**src/rtl/ex_mem_latch.sv**
```systemverilog
// ---------------------------------------------------------------------------
// ex_mem_latch
//   Pipeline register between the execute and memory stages of the 5-stage
//   WISC-SP13 pipeline. Latches execute results and control every cycle,
//   with stall (hold) and flush (bubble) control, a halt state machine that
//   lets HALT reach the memory stage exactly once, a forwarding tap for the
//   execute stage and a sticky illegal-control error flag.
//
// Ports
//   clk                       clock, rising edge
//   rst                       asynchronous reset, active low
//   Stall / Flush             hold all state / load a bubble (Flush wins)
//   *_In_FromX, *_FromX       execute-stage instruction fields
//   *_ToM                     latched fields to the memory stage
//   Fwd_En / Fwd_WR / Fwd_Data forwarding tap, driven from latched state only
//   Halted                    pipeline has halted (leaves only via reset)
//   err                       sticky: a valid load+store instruction was seen
//   Dbg_State                 halt FSM state (0 RUN, 1 HALT1, 2 HALTED)
//
// Handshake: there is no valid/ready pair; Valid_In_FromX qualifies the
// execute slot on every unstalled edge and Valid_ToM qualifies the memory
// slot one cycle later. Stall is the only back-pressure.
// ---------------------------------------------------------------------------
module ex_mem_latch #(
  parameter int DW = 16,
  parameter int RW = 3
) (
  input  logic          clk,
  input  logic          rst,
  input  logic          Stall,
  input  logic          Flush,
  input  logic          Valid_In_FromX,
  input  logic          RegWriteDataSel_In_FromX,
  input  logic          MemReadEn_In_FromX,
  input  logic          MemWriteEn_In_FromX,
  input  logic          WriteToReg_FromX,
  input  logic          Halt_In_FromX,
  input  logic [DW-1:0] ALUResult_In_FromX,
  input  logic [DW-1:0] RD2_In_FromX,
  input  logic [RW-1:0] WR_In_FromX,
  output logic          Valid_ToM,
  output logic          RegWriteDataSel_ToM,
  output logic          MemReadEn_ToM,
  output logic          MemWriteEn_ToM,
  output logic          WriteToReg_ToM,
  output logic          Halt_ToM,
  output logic [DW-1:0] ALUResult_ToM,
  output logic [DW-1:0] RD2_ToM,
  output logic [RW-1:0] WR_ToM,
  output logic          Fwd_En,
  output logic [RW-1:0] Fwd_WR,
  output logic [DW-1:0] Fwd_Data,
  output logic          Halted,
  output logic          err,
  output logic [1:0]    Dbg_State
);

  typedef enum logic [1:0] {
    S_RUN    = 2'd0,
    S_HALT1  = 2'd1,
    S_HALTED = 2'd2
  } state_e;

  state_e        state_q;
  logic          valid_q;
  // Control bundle: {RegWriteDataSel, MemReadEn, MemWriteEn, WriteToReg, Halt}
  logic [4:0]    ctrl_q;
  logic [DW-1:0] alu_q;
  logic [DW-1:0] rd2_q;
  logic [RW-1:0] wr_q;
  logic          err_q;

  logic [4:0]    ctrl_in;
  assign ctrl_in = {RegWriteDataSel_In_FromX, MemReadEn_In_FromX,
                    MemWriteEn_In_FromX, WriteToReg_FromX, Halt_In_FromX};

  always_ff @(posedge clk or negedge rst) begin
    if (!rst) begin
      state_q <= S_RUN;
      valid_q <= 1'b0;
      ctrl_q  <= '0;
      alu_q   <= '0;
      rd2_q   <= '0;
      wr_q    <= '0;
      err_q   <= 1'b0;
    end else begin
      case (state_q)
        // Everything after the halt is squashed; inputs, Stall and Flush
        // are all ignored until reset.
        S_HALTED: begin
          valid_q <= 1'b0;
          ctrl_q  <= '0;
        end
        // The halt instruction is presented now. Flush cannot remove it;
        // a stall keeps it (and Halt_ToM) in place.
        S_HALT1: begin
          if (!Stall) begin
            valid_q <= 1'b0;
            ctrl_q  <= '0;
            state_q <= S_HALTED;
          end
        end
        default: begin
          if (Flush) begin
            // Data fields deliberately hold; only the qualifiers drop.
            valid_q <= 1'b0;
            ctrl_q  <= '0;
          end else if (!Stall) begin
            valid_q <= Valid_In_FromX;
            ctrl_q  <= Valid_In_FromX ? ctrl_in : 5'b0;
            alu_q   <= ALUResult_In_FromX;
            rd2_q   <= RD2_In_FromX;
            wr_q    <= WR_In_FromX;
            if (Valid_In_FromX && Halt_In_FromX)
              state_q <= S_HALT1;
            if (Valid_In_FromX && MemReadEn_In_FromX && MemWriteEn_In_FromX)
              err_q <= 1'b1;
          end
        end
      endcase
    end
  end

  assign Valid_ToM           = valid_q;
  assign RegWriteDataSel_ToM = ctrl_q[4];
  assign MemReadEn_ToM       = ctrl_q[3];
  assign MemWriteEn_ToM      = ctrl_q[2];
  assign WriteToReg_ToM      = ctrl_q[1];
  assign Halt_ToM            = ctrl_q[0];
  assign ALUResult_ToM       = alu_q;
  assign RD2_ToM             = rd2_q;
  assign WR_ToM              = wr_q;

  // Load data is not available until the memory stage reads it, so a load
  // in this slot must not be forwarded.
  assign Fwd_En   = valid_q & ctrl_q[1] & ~ctrl_q[3];
  assign Fwd_WR   = wr_q;
  assign Fwd_Data = alu_q;

  assign Halted    = (state_q == S_HALTED);
  assign err       = err_q;
  assign Dbg_State = state_q;

endmodule

```
**config.mk**
```make
export PLATFORM = sky130hd
export DESIGN_NAME = ex_mem_latch
export DESIGN_NICKNAME = d
export VERILOG_FILES = /design/src/rtl/ex_mem_latch.sv
export SDC_FILE = /design/constraint.sdc
export NUM_CORES = 1
export LEC_CHECK = 0
export ABC_AREA = 1
export CAP_MARGIN = 20
export CORE_ASPECT_RATIO = 1.4
export CORE_MARGIN = 2
export CORE_UTILIZATION = 40
export CTS_CLUSTER_SIZE = 14
export DETAILED_ROUTE_END_ITERATION = 7
export PLACE_DENSITY = 0.81
export SLEW_MARGIN = 20
export SYNTH_ARGS = -nofsm -noshare
export SYNTH_HDL_FRONTEND = slang
export SYNTH_SLANG_ARGS = --single-unit
```
**constraint.sdc**
```tcl
create_clock -name clk -period 1.75 [get_ports clk]
set_input_delay 0.525 -clock clk [delete_from_list [all_inputs] [get_ports clk]]
set_output_delay 0.525 -clock clk [all_outputs]
set_load 0.005 [all_outputs]
```
==> impl_results.md, run 1 <==
* P_leak at 1.881 nW
* Post-synth top area cell: dfrtp_1
* End of the critical path: ALUResult_ToM[12]
* Place WS at -0.04906 ns
* Vias per inst at 4.718
* Layout Skew at 0.005362 ns
* Critical path's slowest cell: clkdlybuf4s50_1
* Crit-path cells: clkdlybuf4s50_1
* Fmax achieved at 0.5828 GHz
* Later-pin clock latency in the skew report at 0.29 ns
* Final setup viols at 0
* # rows at 31
* Min Tclk post-route at 1.716 ns
* Sequential area share after synthesis at 51.92%
* Clk buf depth at 2
* Port-buffer cells at 109
* Antenna diode count at 0
* GRT Total Usage at 18.04%
* Power Total at 5.299 mW
* GRT overflow at 0
* Largest net degree at the start of global routing at 37
* Final hold viol count at 0
* DIE HEIGHT at 90.16 um
* Via count at 1,939
* CP delay by family, top: buffers and inverters
* Status: finished, final reports clean
* DR iter-0 viols at 89
* #FFs+latches synth at 44
* FF-to-FF End: RD2_ToM[12]
* Number of routed nets with antenna violations at 0
* YS warnings at 0
* Clock Pin Slew Worst Setup and Hold Paths at 0.08 ns
* Setup crit end kind: primary output
* Global-route wire length before repair at 8.424 mm
* # DRC at 0
* Crit. Startpoint: ALUResult_ToM[12]
* Synth cell types at 16
* Crit Path Category: reg -> out
* Slew Limit Headroom at 72.71%
* Stages on the worst setup path at 1
* Buf+Inv Stages, Crit Path at 1
* Starting Density at 41.11%
* Most area-consuming cells after synthesis: dfrtp_1 52%, nand2_1 16%, nand3_1 9.7%
* Nets@finish at 393
* Cts bufs inserted at 5
* Worst min-delay path category: in -> async
* Core Util, Final at 66.14%
* WL/cell at 12.93 um
* Syn_nets at 286
* Clock Sinks at 44
* CORE AREA at 5159 um^2
* First-pass DRT Iterations at 4
* Mapped Cells at 237
* Commonest non-fill, non-tap cells in the layout: 91 x nand2_1, 83 x clkdlybuf4s50_1, 44 x dfrtp_1
* DP Wirelength at 3.782 mm
* I/O pin count at 110
* Tcrit/Tclk final at 98.04%
* Crit Path Max Fanout at 3
* Vias in the first global route at 1,828
* Share of cells above drive strength 1 at 10.72%
* Htree depth at 2
* R2R Setup Slk at 0.14 ns
* VDD IR max at 0.8306 mV
* CTS root buf: clkbuf_8
* Initial antenna violation count at 0
* Die Wd at 65.54 um
* Synth Cell Area at 2121 um^2
* Syn Area/Cell at 8.948 um^2
* Max Cap Viol at 0
* Max incr delay on CP at 0.51 ns
* Die area at 5909 um^2
* Worst reg2reg path startpoint: Dbg_State[1]
* Worst EP arrival at 1.19 ns
* Placer Congestion at 0.7796
* PnR worst setup slack at 0.03427 ns
* Worst path required time at 1.22 ns
* Drt total wl at 5.315 mm
* TritonCTS clock tree: done
* R2R depth at 6
* Fin. max-slew vios at 0
* Measured slew at the worst slew-check pin at 0.4094 ns
* PwrDens at 1553 nW/um^2
* Commonest non-fill, non-tap cell in the layout: nand2_1
* Area share of the largest cell type after synthesis at 51.92%
* Synthesis-to-finish area growth at 60.88%
* Startpoint types: register
## kinds of logic (layout without fill, tap and decap cells)
group,Yosys count,in the layout,synth area share [%]
AO/OA/AOI/OAI,1,1,0.8851
AND/OR/NAND/NOR,152,152,32.63
adder cells (fa/ha/maj),4,4,2.360
buffers and inverters,36,144,12.21
flip-flops,44,44,51.92
## routing by layer
layer	vias to the layer above	track usage [%]	part of all wire [%]
met5	-	0	0
met4	0	5.035	1.0
met3	7	5.507	6.8
met2	69	31.72	52
met1	908	20.73	40
li1	955	-	-
## power breakdown
part | internal, mW | total [mW] | switching (mW)
clock network | 0.430 | 0.777 | 0.347
logic | 1.60 | 2.78 | 1.18
registers | 1.46 | 1.74 | 0.285
total | 3.49 | 5.30 | 1.81
## sequential cells by signal, indices dropped and copies added (netlist names)
name and cells:
ALUResult_ToM 16, RD2_ToM 16, ctrl_q 5, Fwd_WR 3, Dbg_State 2, Valid_ToM 1
err 1
## worst min-delay path by stage
| stage | start | end | slack (ns) | cells after the start |
|---|---|---|---|---|
| finish | rst | RD2_ToM[13] | 0.15 | 1 |
| global route | rst | RD2_ToM[13] | 0.17 | 1 |
| CTS | rst | ALUResult_ToM[0] | 0.16 | 1 |
| detailed placement | RD2_ToM[5] | RD2_ToM[5] | 0.46 | 2 |
| global placement | RD2_ToM[9] | RD2_ToM[9] | 0.45 | 2 |
| floorplan | rst | ALUResult_ToM[0] | 0.23 | 0 |
## stage by stage
step	hold WS, ns	instance area, um^2	setup TNS, ns	std cells
6_report	0.1515	3412	0	411
5_1_grt	0.1683	3412	-0.05975	411
4_1_cts	0.1579	3302	0	402
3_5_place_dp	0.4582	3163	-0.3617	390
3_3_place_gp	0.4528	3163	-0.06156	390
2_1_floorplan	0.2294	2121	0	237
## cells in the mapped netlist
cell      number
nand2_2        1
buf_4         22
nor2_8         1
inv_1          6
nand4_1        8
o21bai_4       1
dfrtp_1       44
nor3_1         1
nand3_4        1
nand2_8        1
nand2_1       91
buf_6          5
nor2_1         7
buf_2          3
nand3_1       41
ha_1           4
## area by class of cell
class	count	area, um^2
fillers	436	1747
inverters	6	22.52
flip-flops and latches	44	1101
well taps	66	82.58
repair buffers	130	1330
clock buffers	5	68.82
multi-input cells	157	760.7
clock inverters	3	46.29
## repair_timing
| item | 4_1_cts | 5_1_grt |
|---|---|---|
| setup buffers | 4 | 9 |
| hold endpoints to repair | 0 | 0 |
| hold buffers | 0 | 0 |
| resized for setup | 8 | 20 |
| endpoints found under the setup margin | 5 | 28 |
Power figures use the tool's default switching activity.
==> run 2: changes to the inputs <==
--- a/config.mk
+++ b/config.mk
@@ -6,9 +6,7 @@
 export NUM_CORES = 1
 export LEC_CHECK = 0
 export ABC_AREA = 1
-export CAP_MARGIN = 20
 export CORE_ASPECT_RATIO = 1.4
-export CORE_MARGIN = 2
 export CORE_UTILIZATION = 40
 export CTS_CLUSTER_SIZE = 14
 export DETAILED_ROUTE_END_ITERATION = 7
==> run 2 against run 1 <==
Compared with the run above:
- register-to-register slack improved by 0.03 ns
- cell area decreased by 2.0%
- combinational power about the same
- wire length decreased by 4.7%
- die area decreased by 5.2%
- clock power decreased by 21%
- non-clock buffer count decreased by 2
- critical endpoint is now Fwd_Data[3]
==> impl_results.md, run 2 (synthesized netlist as in run 1, its figures left out) <==
* Status: finished, final reports clean
* I/O pin count at 110 (unchanged)
* Starting Density at 41.42% (+0.31 points)
* Final TNS setup at 0 ns (unchanged)
* Crit-path cells: clkdlybuf4s50_1
* CORE AREA at 5120 um^2 (-0.75%)
* DIE HEIGHT at 88.16 um (-2.2%)
* Cts bufs inserted at 5 (unchanged)
* Core Util, Final at 65.32% (-0.82 points)
* CP delay by family, top: buffers and inverters
* Later-pin clock latency in the skew report at 0.29 ns (about the same)
* Crit Path Max Fanout at 3 (unchanged)
* Worst path required time at 1.22 ns (about the same)
* # DRC at 0 (unchanged)
* Inst Count DP at 391 (+0.26%)
* VDD IR max at 0.7536 mV (-9.3%)
* Setup crit end kind: primary output
* DP Wirelength at 3.755 mm (-0.72%)
* Layout Skew at 0.005439 ns (+0.00007758 ns)
* Synthesis-to-finish area growth at 57.70%
* Initial antenna violation count at 0 (unchanged)
* Max Cap Viol at 0 (unchanged)
* Max incr delay on CP at 0.51 ns (about the same)
* First-pass DRT Iterations at 4 (unchanged)
* CTS root buf: clkbuf_8
* Die Wd at 63.54 um (-3.1%)
* Layout Cell Area excl Fill at 3344 um^2 (-2.0%)
* Filler Cells Inserted at 440 (+0.92%)
* Clock share of power at 12.0% (-2.7 points)
* Htree depth at 2 (unchanged)
* P_leak at 1.753 nW (-6.8%)
* Startpoint types: register
* Worst min-delay path category: in -> async
* Fin. max-slew vios at 0 (unchanged)
* TritonCTS clock tree: done
* Final Non-Filler Cells at 409 (-0.49%)
* Min Tclk post-route at 1.716 ns (+0.0006829 ns)
* Largest net degree at the start of global routing at 37 (unchanged)
* Share of cells above drive strength 1 at 10.20% (-0.52 points)
* Clock Sinks at 44 (unchanged)
* Pint at 3.363 mW (-3.7%)
* Hold_ws at 0.08884 ns (-0.06270 ns)
* Place WS at -0.06717 ns (-0.01811 ns)
* DR iter-0 viols at 103 (+16%)
* Number of routed nets with antenna violations at 0 (unchanged)
* Die area at 5601 um^2 (-5.2%)
* Combinational share of power at 53.9% (+1.5 points)
* Final hold viol count at 0 (unchanged)
* Antenna diode count at 0 (unchanged)
* # rows at 31 (unchanged)
* Tcrit/Tclk final at 98.08% (about the same)
* Measured slew at the worst slew-check pin at 0.2837 ns (-0.1257 ns)
* Fmax achieved at 0.5826 GHz (about the same)
* Worst EP arrival at 1.19 ns (about the same)
* Commonest non-fill, non-tap cell in the layout: clkdlybuf4s50_1
* Final setup viols at 0 (unchanged)
* Clock Pin Slew Worst Setup and Hold Paths at 0.08 ns (about the same)
* GRT overflow at 0 (unchanged)
* Clk buf depth at 2 (unchanged)
* Vias in the first global route at 1,788 (-2.2%)
* Power Total at 5.124 mW (-3.3%)
* Crit Path Category: reg -> out
* Critical path's slowest cell: clkdlybuf4s50_1
* Switching Power at 1.762 mW (-2.5%)
* Nets@finish at 391 (-0.51%)
* Placer Congestion at 0.8522 (+9.3%)
* PnR worst setup slack at 0.03358 ns (-0.0006829 ns)
* PwrDens at 1532 nW/um^2 (-1.4%)
* Via count at 1,943 (+0.21%)
* GRT Total Usage at 18.49% (+0.45 points)
* Drt total wl at 5.067 mm (-4.7%)
* WL/cell at 12.39 um (-4.2%)
* Cell Area, Placed at 3158 um^2 (-0.16%)
* Slew Limit Headroom at 81.04% (+8.3 points)
* Vias per inst at 4.751 (+0.70%)
* Post-CTS Hold Fix Bufs at 0 (unchanged)
* Sequential share of power at 34.1% (+1.2 points)
* Global-route wire length before repair at 8.135 mm (-3.4%)
* Sw Ratio at 34.38% (+0.27 points)
* Buf+Inv Stages, Crit Path at 1 (unchanged)
* Commonest non-fill, non-tap cells in the layout: 94 x clkdlybuf4s50_1, 91 x nand2_1, 44 x dfrtp_1
* Port-buffer cells at 109 (unchanged)
run 2: final timing paths:
| path | depth (start not counted) | end | start | slack, ns |
|---|---|---|---|---|
| worst min-delay path | 1 | ALUResult_ToM[7] | rst | 0.09 |
| worst max register to register | 9 | ctrl_q[0] | Dbg_State[0] | 0.17 |
| max in group asynchronous | 2 | Dbg_State[0] | rst | 1.16 |
| worst max-delay path | 1 | Fwd_Data[3] | ALUResult_ToM[3] | 0.03 |
| min in group clk | 2 | RD2_ToM[4] | RD2_ToM[4] | 0.48 |
| worst min register to register | 2 | RD2_ToM[4] | RD2_ToM[4] | 0.48 |
run 2: routing by layer:
layer	wire [um]	global-route usage (%)
met5	0	0
met4	53	5.579
met2	2656	33.75
met3	340	5.078
met1	2017	20.86
run 2: area by class of cell:
class                           instances  area [um^2]  share of cell area (%)
Timing Repair Buffer                  128         1290                   38.57
Sequential cell                        44         1101                   32.92
Multi-Input combinational cell        157        760.7                   22.75
Tap cell                               66        82.58                   2.469
Clock buffer                            5        68.82                   2.058
Inverter                                6        22.52                  0.6734
Clock inverter                          3        18.77                  0.5612
run 2: what timing repair did:
item                                    CTS  global route
endpoints found under the setup margin    4            19
gates resized for setup                   5            13
buffers inserted                          3             7
run 2: power by group through the flow:
| stage | registers [mW] | logic [mW] | clock network (mW) |
|---|---|---|---|
| 5_1_grt | 1.80 | 3.03 | 0.690 |
| 3_3_place_gp | 1.76 | 2.61 | 0 |
| 2_1_floorplan | 1.79 | 1.25 | 0 |
| 6_report | 1.75 | 2.76 | 0.615 |
| 4_1_cts | 1.76 | 2.72 | 0.647 |
| 3_5_place_dp | 1.78 | 2.67 | 0 |
==> run 3: changes to the inputs <==
--- a/config.mk
+++ b/config.mk
@@ -8,8 +8,9 @@
 export ABC_AREA = 1
 export CORE_ASPECT_RATIO = 1.4
 export CORE_UTILIZATION = 40
-export CTS_CLUSTER_SIZE = 14
 export DETAILED_ROUTE_END_ITERATION = 7
+export GPL_TIMING_DRIVEN = 0
+export HOLD_SLACK_MARGIN = 0.08
 export PLACE_DENSITY = 0.81
 export SLEW_MARGIN = 20
 export SYNTH_ARGS = -nofsm -noshare
==> run 3 against run 2 <==
Compared with the run above:
- non-clock buffer count up 21
- clock power up 74%
- cell area up 5.8%
- worst hold slack better by 0.10 ns
- global-route usage up 1.5 points
- wire length up 6.3%
- clock skew about the same
- total power up 10%
- clock-buffer cell count unchanged
- critical path depth unchanged
==> impl_results.md, run 3 (synthesized netlist as in run 1, its figures left out) <==
* Status: finished, final reports clean
* # DRC at 0 (unchanged)
* R2R Setup Slk at 0.20 ns (+0.03 ns)
* Worst path required time at 1.22 ns (about the same)
* Cts bufs inserted at 5 (unchanged)
* Clock Pin Slew Worst Setup and Hold Paths at 0.09 ns (about the same)
* Largest net degree at the start of global routing at 26 (-30%)
* Htree depth at 2 (unchanged)
* Nets@finish at 412 (+5.4%)
* Min Tclk post-route at 1.702 ns (-0.01397 ns)
* R2R depth at 7 (-2)
* Max incr delay on CP at 0.51 ns (about the same)
* Synthesis-to-finish area growth at 66.90%
* Worst EP arrival at 1.18 ns (about the same)
* VDD IR max at 0.8082 mV (+7.2%)
* Starting Density at 41.42% (unchanged)
* Worst min-delay path category: in -> async
* WL/cell at 12.52 um (+1.1%)
* Max Cap Viol at 0 (unchanged)
* Later-pin clock latency in the skew report at 0.30 ns (about the same)
* Commonest non-fill, non-tap cells in the layout: 91 x nand2_1, 67 x clkdlybuf4s50_1, 44 x dfrtp_1
* Measured slew at the worst slew-check pin at 0.5017 ns (+0.2180 ns)
* Startpoint types: register
* First-pass DRT Iterations at 4 (unchanged)
* Final hold viol count at 0 (unchanged)
* Setup crit end kind: primary output
* Fin. max-slew vios at 0 (unchanged)
* Layout Skew at 0.005386 ns (-0.00005307 ns)
* Slew Limit Headroom at 66.55% (-14 points)
* P_leak at 2.001 nW (+14%)
* Worst reg2reg path startpoint: Dbg_State[1]
* Final setup viols at 0 (unchanged)
* Vias per inst at 4.742 (-0.18%)
* I/O pin count at 110 (unchanged)
* Filler Cells Inserted at 452 (+2.7%)
* Vias in the first global route at 1,906 (+6.6%)
* GRT overflow at 0 (unchanged)
* Crit Path Category: reg -> out
* Share of cells above drive strength 1 at 15.66% (+5.5 points)
* DIE HEIGHT at 88.16 um (unchanged)
* Tcrit/Tclk final at 97.28% (-0.80 points)
* Drt total wl at 5.385 mm (+6.3%)
* Buf+Inv Stages, Crit Path at 1 (unchanged)
* Final TNS setup at 0 ns (unchanged)
* Critical path's slowest cell: clkdlybuf4s50_1
* DP Wirelength at 3.987 mm (+6.2%)
* Commonest non-fill, non-tap cell in the layout: nand2_1
* Die area at 5601 um^2 (unchanged)
* Placer Congestion at 0.7699 (-9.7%)
* Global-route wire length before repair at 8.645 mm (+6.3%)
* Post-CTS Hold Fix Bufs at 0 (unchanged)
* FF-to-FF End: ctrl_q[0]
* GRT Total Usage at 19.95% (+1.5 points)
* Number of routed nets with antenna violations at 0 (unchanged)
* Clock Sinks at 44 (unchanged)
* Port-buffer cells at 108 (-0.92%)
* Place WS at -0.1337 ns (-0.06649 ns)
* Fmax achieved at 0.5874 GHz (+0.82%)
* Antenna diode count at 0 (unchanged)
* # rows at 31 (unchanged)
* CORE AREA at 5120 um^2 (unchanged)
* CP delay by family, top: buffers and inverters
* DR iter-0 viols at 102 (-0.97%)
* TritonCTS clock tree: done
* Initial antenna violation count at 0 (unchanged)
* Via count at 2,039 (+4.9%)
* RSZ-0062 raised after global routing: false
* CTS root buf: clkbuf_8
* PnR worst setup slack at 0.04756 ns (+0.01397 ns)
* Die Wd at 63.54 um (unchanged)
* Crit-path cells: clkdlybuf4s50_1
* Crit Path Max Fanout at 2 (-1)
* Clk buf depth at 2 (unchanged)
* PwrDens at 1598 nW/um^2 (+4.3%)
* Power Total at 5.657 mW (+10%)
run 3: changes by cell type in the layout (fill, tap and decap cells not counted), sizes merged:
cell	previous run	this run
buf	20	42
clkinv	3	0
clkdlybuf4s50	94	67
dlygate4sd2	2	23
dlymetal6s2s	11	16
bufinv	0	3
run 3: timing repair:
item / 4_1_cts / 5_1_grt
buffers inserted: 6 / 4
resized for setup: 26 / 17
endpoints found under the setup margin: 24 / 18
run 3: metal layers:
metal  up-vias  share of wire [%]  track usage, %
li1       1000                  -               -
met1       953                 39           22.53
met2        81                 54           36.85
met3         5                6.1           3.516
met4         0                1.2           8.058
met5         -                  0               0
run 3: power breakdown:
part | switching, mW | leakage [nW] | total (mW) | internal [mW]
logic | 1.19 | 1.37 | 2.86 | 1.67
registers | 0.274 | 0.554 | 1.73 | 1.46
clock network | 0.353 | 0.0784 | 1.07 | 0.714
total | 1.82 | 2.00 | 5.66 | 3.84
run 3: final cells by class:
class / instances / area (um^2) / area share, %
multi-input combinational: 157 / 760.7 / 21.49
sequential: 44 / 1101 / 31.11
timing repair buffer: 119 / 1177 / 33.26
tap: 66 / 82.58 / 2.333
clock buffer: 5 / 68.82 / 1.944
buffer: 30 / 236.5 / 6.681
inverter: 6 / 22.52 / 0.6363
clock inverter: 3 / 90.09 / 2.545
run 3: how the worst max path moves through the flow:
stage	from	slack, ns	end	cells past startpoint
global route	ALUResult_ToM[13]	0.003	ALUResult_ToM[13]	1
finish	RD2_ToM[9]	0.05	RD2_ToM[9]	1
CTS	ALUResult_ToM[15]	0.009	ALUResult_ToM[15]	1
floorplan	Dbg_State[0]	0.42	ctrl_q[0]	7
detailed placement	Flush	-0.13	ALUResult_ToM[10]	6
global placement	rst	-1.05	RD2_ToM[15]	1
run 3: stage by stage:
stage          instances  area [um^2]  hold WS (ns)  utilization, %
3_3_place_gp         411         3284        0.4531           64.15
5_1_grt              430         3540        0.2075           69.13
3_5_place_dp         412         3299        0.4576           64.44
6_report             430         3540        0.1894           69.13
4_1_cts              426         3475        0.1912           67.86
2_1_floorplan        237         2121        0.2294               -
